[src/rtl/mips_ctrl_pkg.sv]
// Shared encodings for the multi-cycle MIPS control unit: opcodes, datapath
// mux selects, ALUOp values, the sequencer state enum and the control word.
package mips_ctrl_pkg;

  localparam int unsigned OP_W    = 6;
  localparam int unsigned FUNCT_W = 6;
  localparam int unsigned ALUOP_W = 3;
  localparam int unsigned SEL_W   = 2;
  localparam int unsigned STATE_W = 4;

  localparam logic [OP_W-1:0] OP_RTYPE = 6'h00;
  localparam logic [OP_W-1:0] OP_J     = 6'h02;
  localparam logic [OP_W-1:0] OP_JAL   = 6'h03;
  localparam logic [OP_W-1:0] OP_BEQ   = 6'h04;
  localparam logic [OP_W-1:0] OP_BNE   = 6'h05;
  localparam logic [OP_W-1:0] OP_ADDI  = 6'h08;
  localparam logic [OP_W-1:0] OP_ANDI  = 6'h0C;
  localparam logic [OP_W-1:0] OP_ORI   = 6'h0D;
  localparam logic [OP_W-1:0] OP_LUI   = 6'h0F;
  localparam logic [OP_W-1:0] OP_LW    = 6'h23;
  localparam logic [OP_W-1:0] OP_SW    = 6'h2B;

  localparam logic [FUNCT_W-1:0] FUNCT_JR = 6'h08;

  // Must match the ALU control decoder
  localparam logic [ALUOP_W-1:0] ALU_LUI    = 3'b000;
  localparam logic [ALUOP_W-1:0] ALU_BRANCH = 3'b001;
  localparam logic [ALUOP_W-1:0] ALU_ADD    = 3'b010;
  localparam logic [ALUOP_W-1:0] ALU_SW     = 3'b011;
  localparam logic [ALUOP_W-1:0] ALU_ADDI   = 3'b100;
  localparam logic [ALUOP_W-1:0] ALU_ORI    = 3'b101;
  localparam logic [ALUOP_W-1:0] ALU_ANDI   = 3'b110;
  localparam logic [ALUOP_W-1:0] ALU_RTYPE  = 3'b111;

  localparam logic [SEL_W-1:0] PC_ALU    = 2'b00;
  localparam logic [SEL_W-1:0] PC_ALUOUT = 2'b01;
  localparam logic [SEL_W-1:0] PC_JUMP   = 2'b10;
  localparam logic [SEL_W-1:0] PC_RS     = 2'b11;

  localparam logic [SEL_W-1:0] SRCB_RT      = 2'b00;
  localparam logic [SEL_W-1:0] SRCB_FOUR    = 2'b01;
  localparam logic [SEL_W-1:0] SRCB_IMM     = 2'b10;
  localparam logic [SEL_W-1:0] SRCB_IMM_SH2 = 2'b11;

  localparam logic [SEL_W-1:0] RD_RT = 2'b00;
  localparam logic [SEL_W-1:0] RD_RD = 2'b01;
  localparam logic [SEL_W-1:0] RD_RA = 2'b10;

  localparam logic [SEL_W-1:0] M2R_ALUOUT = 2'b00;
  localparam logic [SEL_W-1:0] M2R_MDR    = 2'b01;
  localparam logic [SEL_W-1:0] M2R_PC     = 2'b10;

  typedef enum logic [STATE_W-1:0] {
    S_RST_IDLE = 4'd0,
    S_FETCH    = 4'd1,
    S_DECODE   = 4'd2,
    S_EXEC_R   = 4'd3,
    S_WB_R     = 4'd4,
    S_EXEC_I   = 4'd5,
    S_WB_I     = 4'd6,
    S_MEM_ADDR = 4'd7,
    S_MEM_RD   = 4'd8,
    S_MEM_WR   = 4'd9,
    S_WB_MEM   = 4'd10,
    S_BRANCH   = 4'd11,
    S_JUMP     = 4'd12,
    S_JR       = 4'd13,
    S_TRAP     = 4'd14
  } state_t;

  typedef struct packed {
    logic               mem_req;
    logic               mem_write;
    logic               iord;
    logic               ir_write;
    logic               pc_write;
    logic [SEL_W-1:0]   pc_source;
    logic               alu_src_a;
    logic [SEL_W-1:0]   alu_src_b;
    logic [ALUOP_W-1:0] alu_op;
    logic               reg_write;
    logic [SEL_W-1:0]   reg_dst;
    logic [SEL_W-1:0]   mem_to_reg;
    logic               illegal;
  } ctrl_word_t;

  // ALU operation for the immediate-arithmetic group; LUI is the fallback
  function automatic logic [ALUOP_W-1:0] imm_alu_op(input logic [OP_W-1:0] op);
    case (op)
      OP_ADDI: imm_alu_op = ALU_ADDI;
      OP_ANDI: imm_alu_op = ALU_ANDI;
      OP_ORI:  imm_alu_op = ALU_ORI;
      default: imm_alu_op = ALU_LUI;
    endcase
  endfunction

endpackage

[src/rtl/ctrl_output_decode.sv]
// Combinational state/opcode to control-word decoder for the multi-cycle
// sequencer. FETCH strobes are emitted ungated; the top qualifies them.
module ctrl_output_decode
  import mips_ctrl_pkg::*;
(
  input  state_t          i_state,
  input  logic [OP_W-1:0] i_opcode,
  input  logic            i_zero,
  output ctrl_word_t      o_ctrl
);

  always_comb begin
    o_ctrl = '0;
    case (i_state)
      S_FETCH: begin
        o_ctrl.mem_req   = 1'b1;
        o_ctrl.ir_write  = 1'b1;
        o_ctrl.pc_write  = 1'b1;
        o_ctrl.pc_source = PC_ALU;
        o_ctrl.alu_src_b = SRCB_FOUR;
        o_ctrl.alu_op    = ALU_ADD;
      end
      // Speculative branch target into ALUOut
      S_DECODE: begin
        o_ctrl.alu_src_b = SRCB_IMM_SH2;
        o_ctrl.alu_op    = ALU_ADD;
      end
      S_EXEC_R: begin
        o_ctrl.alu_src_a = 1'b1;
        o_ctrl.alu_src_b = SRCB_RT;
        o_ctrl.alu_op    = ALU_RTYPE;
      end
      S_WB_R: begin
        o_ctrl.reg_write  = 1'b1;
        o_ctrl.reg_dst    = RD_RD;
        o_ctrl.mem_to_reg = M2R_ALUOUT;
      end
      S_EXEC_I: begin
        o_ctrl.alu_src_a = 1'b1;
        o_ctrl.alu_src_b = SRCB_IMM;
        o_ctrl.alu_op    = imm_alu_op(i_opcode);
      end
      S_WB_I: begin
        o_ctrl.reg_write  = 1'b1;
        o_ctrl.reg_dst    = RD_RT;
        o_ctrl.mem_to_reg = M2R_ALUOUT;
      end
      S_MEM_ADDR: begin
        o_ctrl.alu_src_a = 1'b1;
        o_ctrl.alu_src_b = SRCB_IMM;
        o_ctrl.alu_op    = (i_opcode == OP_SW) ? ALU_SW : ALU_ADD;
      end
      S_MEM_RD: begin
        o_ctrl.mem_req = 1'b1;
        o_ctrl.iord    = 1'b1;
      end
      S_MEM_WR: begin
        o_ctrl.mem_req   = 1'b1;
        o_ctrl.mem_write = 1'b1;
        o_ctrl.iord      = 1'b1;
      end
      S_WB_MEM: begin
        o_ctrl.reg_write  = 1'b1;
        o_ctrl.reg_dst    = RD_RT;
        o_ctrl.mem_to_reg = M2R_MDR;
      end
      S_BRANCH: begin
        o_ctrl.alu_src_a = 1'b1;
        o_ctrl.alu_src_b = SRCB_RT;
        o_ctrl.alu_op    = ALU_BRANCH;
        o_ctrl.pc_source = PC_ALUOUT;
        o_ctrl.pc_write  = (i_opcode == OP_BNE) ? ~i_zero : i_zero;
      end
      // PC already holds PC+4 here, so JAL links straight from the PC
      S_JUMP: begin
        o_ctrl.pc_write  = 1'b1;
        o_ctrl.pc_source = PC_JUMP;
        if (i_opcode == OP_JAL) begin
          o_ctrl.reg_write  = 1'b1;
          o_ctrl.reg_dst    = RD_RA;
          o_ctrl.mem_to_reg = M2R_PC;
        end
      end
      S_JR: begin
        o_ctrl.pc_write  = 1'b1;
        o_ctrl.pc_source = PC_RS;
      end
      S_TRAP:  o_ctrl.illegal = 1'b1;
      default: o_ctrl = '0;
    endcase
  end

endmodule

[src/rtl/multicycle_control_unit.sv]
// Main sequencer for the multi-cycle MIPS datapath: state register, opcode
// dispatch and memory handshake, with control outputs decoded from state.
module multicycle_control_unit
  import mips_ctrl_pkg::*;
(
  input  logic                 clk,
  input  logic                 reset,
  input  logic [OP_W-1:0]      opcode,
  input  logic [FUNCT_W-1:0]   funct,
  input  logic                 zero,
  input  logic                 mem_ready,
  output logic                 mem_req,
  output logic                 mem_write,
  output logic                 IorD,
  output logic                 IRWrite,
  output logic                 PCWrite,
  output logic [SEL_W-1:0]     PCSource,
  output logic                 ALUSrcA,
  output logic [SEL_W-1:0]     ALUSrcB,
  output logic [ALUOP_W-1:0]   ALUOp,
  output logic                 RegWrite,
  output logic [SEL_W-1:0]     RegDst,
  output logic [SEL_W-1:0]     MemtoReg,
  output logic                 illegal
);

  state_t     r_state;
  state_t     w_next_state;
  ctrl_word_t w_ctrl;
  ctrl_word_t w_out;

  always_ff @(posedge clk or negedge reset) begin
    if (!reset) r_state <= S_RST_IDLE;
    else        r_state <= w_next_state;
  end

  always_comb begin
    w_next_state = r_state;
    case (r_state)
      S_RST_IDLE: w_next_state = S_FETCH;
      S_FETCH:    if (mem_ready) w_next_state = S_DECODE;
      S_DECODE: begin
        case (opcode)
          OP_RTYPE:                       w_next_state = (funct == FUNCT_JR) ? S_JR : S_EXEC_R;
          OP_LW, OP_SW:                   w_next_state = S_MEM_ADDR;
          OP_ADDI, OP_ANDI, OP_ORI, OP_LUI: w_next_state = S_EXEC_I;
          OP_BEQ, OP_BNE:                 w_next_state = S_BRANCH;
          OP_J, OP_JAL:                   w_next_state = S_JUMP;
          default:                        w_next_state = S_TRAP;
        endcase
      end
      S_EXEC_R:   w_next_state = S_WB_R;
      S_EXEC_I:   w_next_state = S_WB_I;
      S_MEM_ADDR: w_next_state = (opcode == OP_SW) ? S_MEM_WR : S_MEM_RD;
      S_MEM_RD:   if (mem_ready) w_next_state = S_WB_MEM;
      S_MEM_WR:   if (mem_ready) w_next_state = S_FETCH;
      S_WB_R, S_WB_I, S_WB_MEM, S_BRANCH, S_JUMP, S_JR: w_next_state = S_FETCH;
      S_TRAP:     w_next_state = S_TRAP;
      default:    w_next_state = S_RST_IDLE;
    endcase
  end

  ctrl_output_decode u_decode (
    .i_state  (r_state),
    .i_opcode (opcode),
    .i_zero   (zero),
    .o_ctrl   (w_ctrl)
  );

  // PC and IR only load on the cycle the instruction fetch completes
  always_comb begin
    w_out = w_ctrl;
    if (r_state == S_FETCH) begin
      w_out.pc_write = w_ctrl.pc_write & mem_ready;
      w_out.ir_write = w_ctrl.ir_write & mem_ready;
    end
  end

  assign mem_req   = w_out.mem_req;
  assign mem_write = w_out.mem_write;
  assign IorD      = w_out.iord;
  assign IRWrite   = w_out.ir_write;
  assign PCWrite   = w_out.pc_write;
  assign PCSource  = w_out.pc_source;
  assign ALUSrcA   = w_out.alu_src_a;
  assign ALUSrcB   = w_out.alu_src_b;
  assign ALUOp     = w_out.alu_op;
  assign RegWrite  = w_out.reg_write;
  assign RegDst    = w_out.reg_dst;
  assign MemtoReg  = w_out.mem_to_reg;
  assign illegal   = w_out.illegal;

endmodule

[config.mk]
export PLATFORM = sky130hd
export DESIGN_NAME = multicycle_control_unit
export DESIGN_NICKNAME = d
export VERILOG_FILES = /design/src/rtl/mips_ctrl_pkg.sv /design/src/rtl/ctrl_output_decode.sv /design/src/rtl/multicycle_control_unit.sv
export SDC_FILE = /design/constraint.sdc
export NUM_CORES = 1
export LEC_CHECK = 0
export CAP_MARGIN = 5
export CORE_MARGIN = 2
export CORE_UTILIZATION = 40
export DETAILED_ROUTE_END_ITERATION = 6
export PLACE_DENSITY = 0.79
export SYNTH_ARGS = -nofsm -noshare
export SYNTH_HDL_FRONTEND = slang
export SYNTH_SLANG_ARGS = --single-unit
[constraint.sdc]
create_clock -name clk -period 1.95 [get_ports clk]
set_clock_uncertainty 0.15 [all_clocks]
set_input_delay 0.195 -clock clk [delete_from_list [all_inputs] [get_ports clk]]
set_output_delay 0.195 -clock clk [all_outputs]
set_load 0.05 [all_outputs]
==> results of run 1 <==
==> power by group <==
group	internal (W)	leakage, nW	switching, W	total, W
clock	0.0000702	0.0138	0.0000536	0.000124
sequential	0.000125	0.0467	0.0000852	0.000210
combinational	0.000935	0.639	0.00125	0.00218
==> layer usage <==
| metal | track usage, % | up-vias |
|---|---|---|
| met3 | 13.08 | 71 |
| li1 | - | 525 |
| met2 | 67.67 | 164 |
| met4 | 25.00 | 0 |
| met5 | 0 | - |
| met1 | 46.03 | 587 |
==> critical path: stages (launching register included) <==
cell and delay (ps):
sky130_fd_sc_hd__dfrtp_1 410, sky130_fd_sc_hd__buf_4 220, sky130_fd_sc_hd__buf_4 200, sky130_fd_sc_hd__nor4_4 280, sky130_fd_sc_hd__buf_4 200, sky130_fd_sc_hd__buf_12 140
==> worst paths after layout <==
check / end / slack [ps]
setup / recovery: RegDst[1] / -100
hold / removal: r_state[3] / 260
setup reg to reg: r_state[0] / 40
hold reg to reg: r_state[2] / 600
max in group asynchronous: r_state[3] / 870
min in group asynchronous: r_state[2] / 570
==> layout by cell type (no fill, tap or decap), drive strengths merged, types with 3 or more instances in the layout <==
cell type / n
dlygate4sd2: 3
nor3: 8
nor2: 19
buf: 53
a211o: 3
nand2: 9
clkdlybuf4s50: 9
nand2b: 7
dfrtp: 4
o21ai: 6
clkbuf: 3
inv: 4
a21oi: 5
==> through the flow <==
step | cell area (µm²) | TNS, ps | hold slack [ps]
finish | 1645 | -444.1 | 258.6
global route | 1645 | -799.2 | 273.3
CTS | 1567 | 0 | 3.168
detailed placement | 1474 | -1881 | 259.8
global placement | 1474 | -1529 | 247.4
floorplan | 779.5 | -1001 | -250.6
==> cell type report <==
type	count	share of cell area (%)
flip-flops and latches	4	6.312
clock buffers	3	1.369
repair buffers	66	46.84
multi-input cells	92	42.66
well taps	25	1.901
inverters	4	0.9125
==> cell usage after synthesis, types with 2 or more instances <==
| cell type | count | share of area [%] |
|---|---|---|
| sky130_fd_sc_hd__nor2_1 | 19 | 9.7 |
| sky130_fd_sc_hd__nor4b_1 | 2 | 2.4 |
| sky130_fd_sc_hd__nand2_1 | 9 | 4.6 |
| sky130_fd_sc_hd__xor2_1 | 2 | 2.4 |
| sky130_fd_sc_hd__a21o_1 | 2 | 2.0 |
| sky130_fd_sc_hd__o21ai_0 | 6 | 4.1 |
| sky130_fd_sc_hd__dfrtp_1 | 4 | 14 |
| sky130_fd_sc_hd__and4b_2 | 2 | 3.1 |
| sky130_fd_sc_hd__inv_1 | 4 | 2.0 |
| sky130_fd_sc_hd__nor3_1 | 8 | 5.5 |
| sky130_fd_sc_hd__a211o_1 | 2 | 2.4 |
| sky130_fd_sc_hd__a2111oi_0 | 2 | 2.4 |
| sky130_fd_sc_hd__buf_2 | 5 | 3.4 |
| sky130_fd_sc_hd__a21oi_1 | 5 | 3.4 |
| sky130_fd_sc_hd__nand2b_1 | 7 | 6.0 |
| sky130_fd_sc_hd__o32ai_1 | 2 | 2.4 |
| sky130_fd_sc_hd__clkbuf_1 | 3 | 1.5 |
==> kinds of logic after synthesis <==
kind of cell,share of synthesized area [%]
buffers and inverters,8.531
and+or+nand+nor,39.42
DFF,13.65
AOI/OAI and AO/OA,33.45
xor gates and xnor gates,3.584
muxes,1.365
==> timing repair <==
item                                   4_1_cts  5_1_grt
resized for setup                           26       13
setup buffers                                5        2
endpoints found under the hold margin        0        2
pin swaps                                    7        6
setup endpoints to repair                    9       11
hold buffers                                 0        1
==> reports/results.md, run 1 <==
| Parameter | Value |
|---|---|
| Run status | finished, violations left |
| Failing checks | setup timing |
| Final count of hold timing violations | 0 |
| Placed cells | 183 |
| Per-cell routed wire length | 24.12 µm |
| Largest fanout of any net on the critical path | 15 |
| Final worst setup slack | -103.2 ps |
| Worst skew pair latency | 260 ps |
| Hold_sp | opcode[4] |
| Worst-case clock buffer depth | 2 |
| ANT nets after route | 0 |
| Max cap viols | 0 |
| Final worst path period need | 2053 ps |
| Number of pins exceeding their max-slew limit in the final report | 0 |
| Mapped Nets | 126 |
| Die Outline Area | 0.002192 mm² |
| Highest ir drop seen on vdd | 1336 µV |
| Antenna violations before repair | 0 |
| Vias in the first global route | 1238 |
| Count of antenna diodes in the layout | 0 |
| FF-to-FF Start | r_state[1] |
| Die width | 46.82 µm |
| Syn Inst Count | 110 |
| Finished Layout Cells | 194 |
| Worst hold-check path type | in -> reg |
| Iteration-0 DRC Markers | 166 |
| Number of buffers created by CTS | 3 |
| Highest metal used | met4 |
| Number of ports placed on the die boundary | 35 |
| Layout fillers | 48 |
| Final GP Congestion | 0.9710 |
| Flip-flop and latch count after synthesis | 4 |
| Synth-to-layout area growth | 124.4% |
| Most flop-heavy register | r_state |
| Ys Warns | 0 |
| Setup repair after global routing missed its margin | true |
| Met2 Routed Length | 2.151 mm |
| Amount of wire on met3 after detailed routing | 528 µm |
| Syn_area_per_cell | 6.665 µm² |
| HPWL after DPL | 2.426 mm |
| Buffer type at the clock tree root | sky130_fd_sc_hd__clkbuf_4 |
| Routed Wire Length | 4.680 mm |
| Cell Area, Synth | 733.2 µm² |
| Wire length of the first global-routing pass | 6.203 mm |
| Floorplan die height | 46.82 µm |
| Effective utilization at floorplan | 42.46% |
| Total leakage power | 0.6998 nW |
| Worst hold path stage count | 4 |
| Nets@finish | 187 |
| Clock-pin slew of the registers on the worst-case setup and hold paths | 40 ps |
| Fraction of synthesis flops using an asynchronous set or reset pin | 100.0% |
| Depth of the worst register-to-register path | 5 |
| Combined area of the multi-input logic cells | 701.9 µm² |
| Power per standard cell area | 1531 mW/mm² |
| Primary flip-flop cell chosen by synthesis mapping | sky130_fd_sc_hd__dfrtp_1 |
| Num Clock Sinks | 4 |
| CP startpoint | r_state[1] |
| GRT Total Usage | 41.08% |
| Total vias in the final route | 1347 |
| Setup Slack @ Placement | -321.4 ps |
| Post-route core utilization | 95.29% |
| Port-buffer cells | 34 |
| Arrival time at the worst endpoint | 1710 ps |
| DRT Pass-1 Iters | 6 |
| Detailed-route DRC error count | 0 |
| PnR Total Power | 0.002519 W |
| Number of enable flip-flop cells after synthesis | 0 |
| Data required time at the worst endpoint | 1600 ps |
| Wire length on met1 | 1.497 mm |
| Largest registers in the final layout | r_state: 4 flops |
| Post-synthesis sequential area ratio | 13.65% |
| Least-Margin Pin Slew | 487.1 ps |
| Crit. End Element | primary output |
| Depth of the CTS H-tree | 1 |
| Fraction of final layout cells sized beyond drive strength 1 | 50.89% |
| Number of core rows | 15 |
| Worst slew margin relative to its limit | 67.27% |
| Via-per-instance ratio | 6.943 |
| Register cell area after layout | 103.9 µm² |
| Final cycle utilization of the critical path | 105.3% |
| Startpoint Class | register |
| Critical path type | reg -> out |
| Gr ovfl total | 0 |
| Maximum number of pins on one net before global-route repair | 16 |
| Number of unique standard cell types used by synthesis | 43 |
| Core ar. | 0.001727 mm² |
| Max FFs per register | 4 |
| Number of failing setup endpoints in the final timing report | 9 |
| TritonCTS clock tree | built |
| Maximum achievable frequency | 487.1 MHz |
Power figures use the tool's default switching activity.
==> run 2, diff against run 1 <==
clock period = 2.3 ns   (was 1.95 ns; I/O delays follow)
==> reports/results.md, run 2 (synthesized netlist as in run 1, its figures left out) <==
| Parameter | Value | Change |
|---|---|---|
| Antenna violations before repair | 0 | unchanged |
| Layout fillers | 122 | +150% |
| Detailed-route DRC error count | 0 | unchanged |
| Critical path type | reg -> out |  |
| Die Outline Area | 0.002192 mm² | unchanged |
| Count of antenna diodes in the layout | 0 | unchanged |
| Fraction of final layout cells sized beyond drive strength 1 | 31.79% | -19 points |
| Gr ovfl total | 0 | unchanged |
| Total vias in the final route | 1032 | -23% |
| Max FFs per register | 4 | unchanged |
| Most flop-heavy register | r_state |  |
| Register cell area after layout | 100.1 µm² | -3.6% |
| TritonCTS clock tree | built |  |
| Worst-case clock buffer depth | 2 | unchanged |
| Total leakage power | 0.6201 nW | -11% |
| Largest registers in the final layout | r_state: 4 flops |  |
| Clock-pin slew of the registers on the worst-case setup and hold paths | 40 ps | about the same |
| Data required time at the worst endpoint | 1920 ps | +320 ps |
| Combined area of the multi-input logic cells | 615.6 µm² | -12% |
| Depth of the CTS H-tree | 1 | unchanged |
| Commonest non-fill, non-tap cells in the layout | sky130_fd_sc_hd__nor2_1, sky130_fd_sc_hd__buf_12, sky130_fd_sc_hd__buf_4, sky130_fd_sc_hd__clkdlybuf4s50_1, sky130_fd_sc_hd__nand2_1 |  |
| Number of ports placed on the die boundary | 35 | unchanged |
| Die width | 46.82 µm | unchanged |
| Sum of negative setup slack | 0 ps | +444.1 ps |
| Floorplan die height | 46.82 µm | unchanged |
| Maximum number of pins on one net before global-route repair | 15 | -1 |
| Number of core rows | 15 | unchanged |
| Port-buffer cells | 34 | unchanged |
| Wire length of the first global-routing pass | 4.215 mm | -32% |
| Final GP Congestion | 0.8620 | -11% |
| Power per standard cell area | 1236 mW/mm² | -19% |
| Number of failing setup endpoints in the final timing report | 0 | -9 |
| HPWL after DPL | 2.141 mm | -12% |
| GRT Total Usage | 26.62% | -14 points |
| Worst skew pair latency | 250 ps | about the same |
| CP max-delay cell | sky130_fd_sc_hd__dfrtp_1 |  |
| PnR Total Power | 0.001744 W | -31% |
| Number of pins exceeding their max-slew limit in the final report | 0 | unchanged |
| Maximum achievable frequency | 443.9 MHz |  |
| Routed Wire Length | 2.684 mm | -43% |
| Run status | completed |  |
| Buffer type at the clock tree root | sky130_fd_sc_hd__clkbuf_4 |  |
| Highest ir drop seen on vdd | 842.5 µV | -37% |
| Final count of hold timing violations | 0 | unchanged |
| Cts hold-fix bufs | 0 | unchanged |
| Final cycle utilization of the critical path | 97.96% |  |
| Effective utilization at floorplan | 42.46% | unchanged |
| DRT Pass-1 Iters | 4 | -2 |
| Worst hold-check path type | in -> async |  |
| Via-per-instance ratio | 5.864 | -16% |
| Synth-to-layout area growth | 92.49% |  |
| Cell-by-cell listing of the critical path | nand2b_1 > nor2_1 > nand2_1 > o21ai_1 > buf_12 |  |
| Final worst path period need | 2253 ps |  |
| Setup Fix Bufs, Post-CTS | 0 | -5 |
| Critical path's largest stage delay | 530 ps | +120 ps |
| Nets@finish | 169 | -9.6% |
| Worst slew margin relative to its limit | 69.17% | +1.9 points |
| Core ar. | 0.001727 mm² | unchanged |
| Per-cell routed wire length | 15.25 µm | -37% |
| Vias in the first global route | 971 | -22% |
| Iteration-0 DRC Markers | 39 | -77% |
| Number of buffers created by CTS | 3 | unchanged |
| Startpoint Class | register |  |
| Arrival time at the worst endpoint | 1870 ps | +160 ps |
| Least-Margin Pin Slew | 462.5 ps | -24.64 ps |
| Num Clock Sinks | 4 | unchanged |
| Largest fanout of any net on the critical path | 12 | -3 |
| ANT nets after route | 0 | unchanged |
| Max cap viols | 0 | unchanged |
| Crit. End Element | primary output |  |
[run 2: cell count changes in the layout (fill, tap and decap cells not counted), sizes merged]
cell and delta:
dlygate4sd3 -1, buf -20, clkdlybuf4s50 +1, dlymetal6s2s +5, dlygate4sd2 -3
[run 2: cell type report]
type                    count  area share [%]
inverters                   4           1.064
repair buffers             48           44.41
well taps                  25           2.216
multi-input cells          92           43.62
clock buffers               3           1.596
flip-flops and latches      4           7.092
[run 2: final timing paths]
kind / startpoint / end / slack [ps] / depth (start not counted)
min in group clk: opcode[3] / r_state[1] / 360 / 4
worst max-delay path: r_state[1] / ALUOp[0] / 50 / 5
worst max register to register: r_state[1] / r_state[1] / 440 / 4
worst min register to register: r_state[3] / r_state[2] / 530 / 2
worst min-delay path: reset / r_state[0] / 40 / 1
max in group asynchronous: reset / r_state[2] / 1780 / 1
[run 2: where the power goes]
part	switching, W	internal [W]
Sequential	0.0000710	0.000101
Combinational	0.000839	0.000641
Clock	0.0000333	0.0000587
Total	0.000943	0.000801
[run 2: stage by stage]
step | utilization [%] | instance area (µm²) | instances | hold WS, ps | worst slack [ps]
after global routing | 81.74 | 1411 | 176 | 43.43 | -37.75
after global placement | 78.04 | 1348 | 173 | 285.4 | -24.72
after floorplan | - | 753.2 | 110 | -215.6 | -37.55
after CTS | 80.00 | 1381 | 176 | 34.75 | 8.212
after detailed placement | 78.04 | 1348 | 173 | 297.1 | -50.46
final | 81.74 | 1411 | 176 | 38.00 | 47.03
[run 2: critical path: cells and delay by family, from the launching register on]
| family | cells | cell delay [ps] |
|---|---|---|
| simple gates | 3 | 640 |
| flops | 1 | 530 |
| compound gates | 1 | 280 |
| buf+inv | 1 | 180 |
[run 2: routing by layer]
metal / wire [µm] / GRT usage, %
met4: 46 / 7.222
met5: 0 / 0
met2: 1391 / 47.40
met1: 1058 / 32.64
met3: 188 / 5.000
[run 2: what timing repair did]
item,CTS,global route
setup endpoints to repair,4,5
gates cloned,0,0
pin swaps,1,4
gates resized for setup,2,8
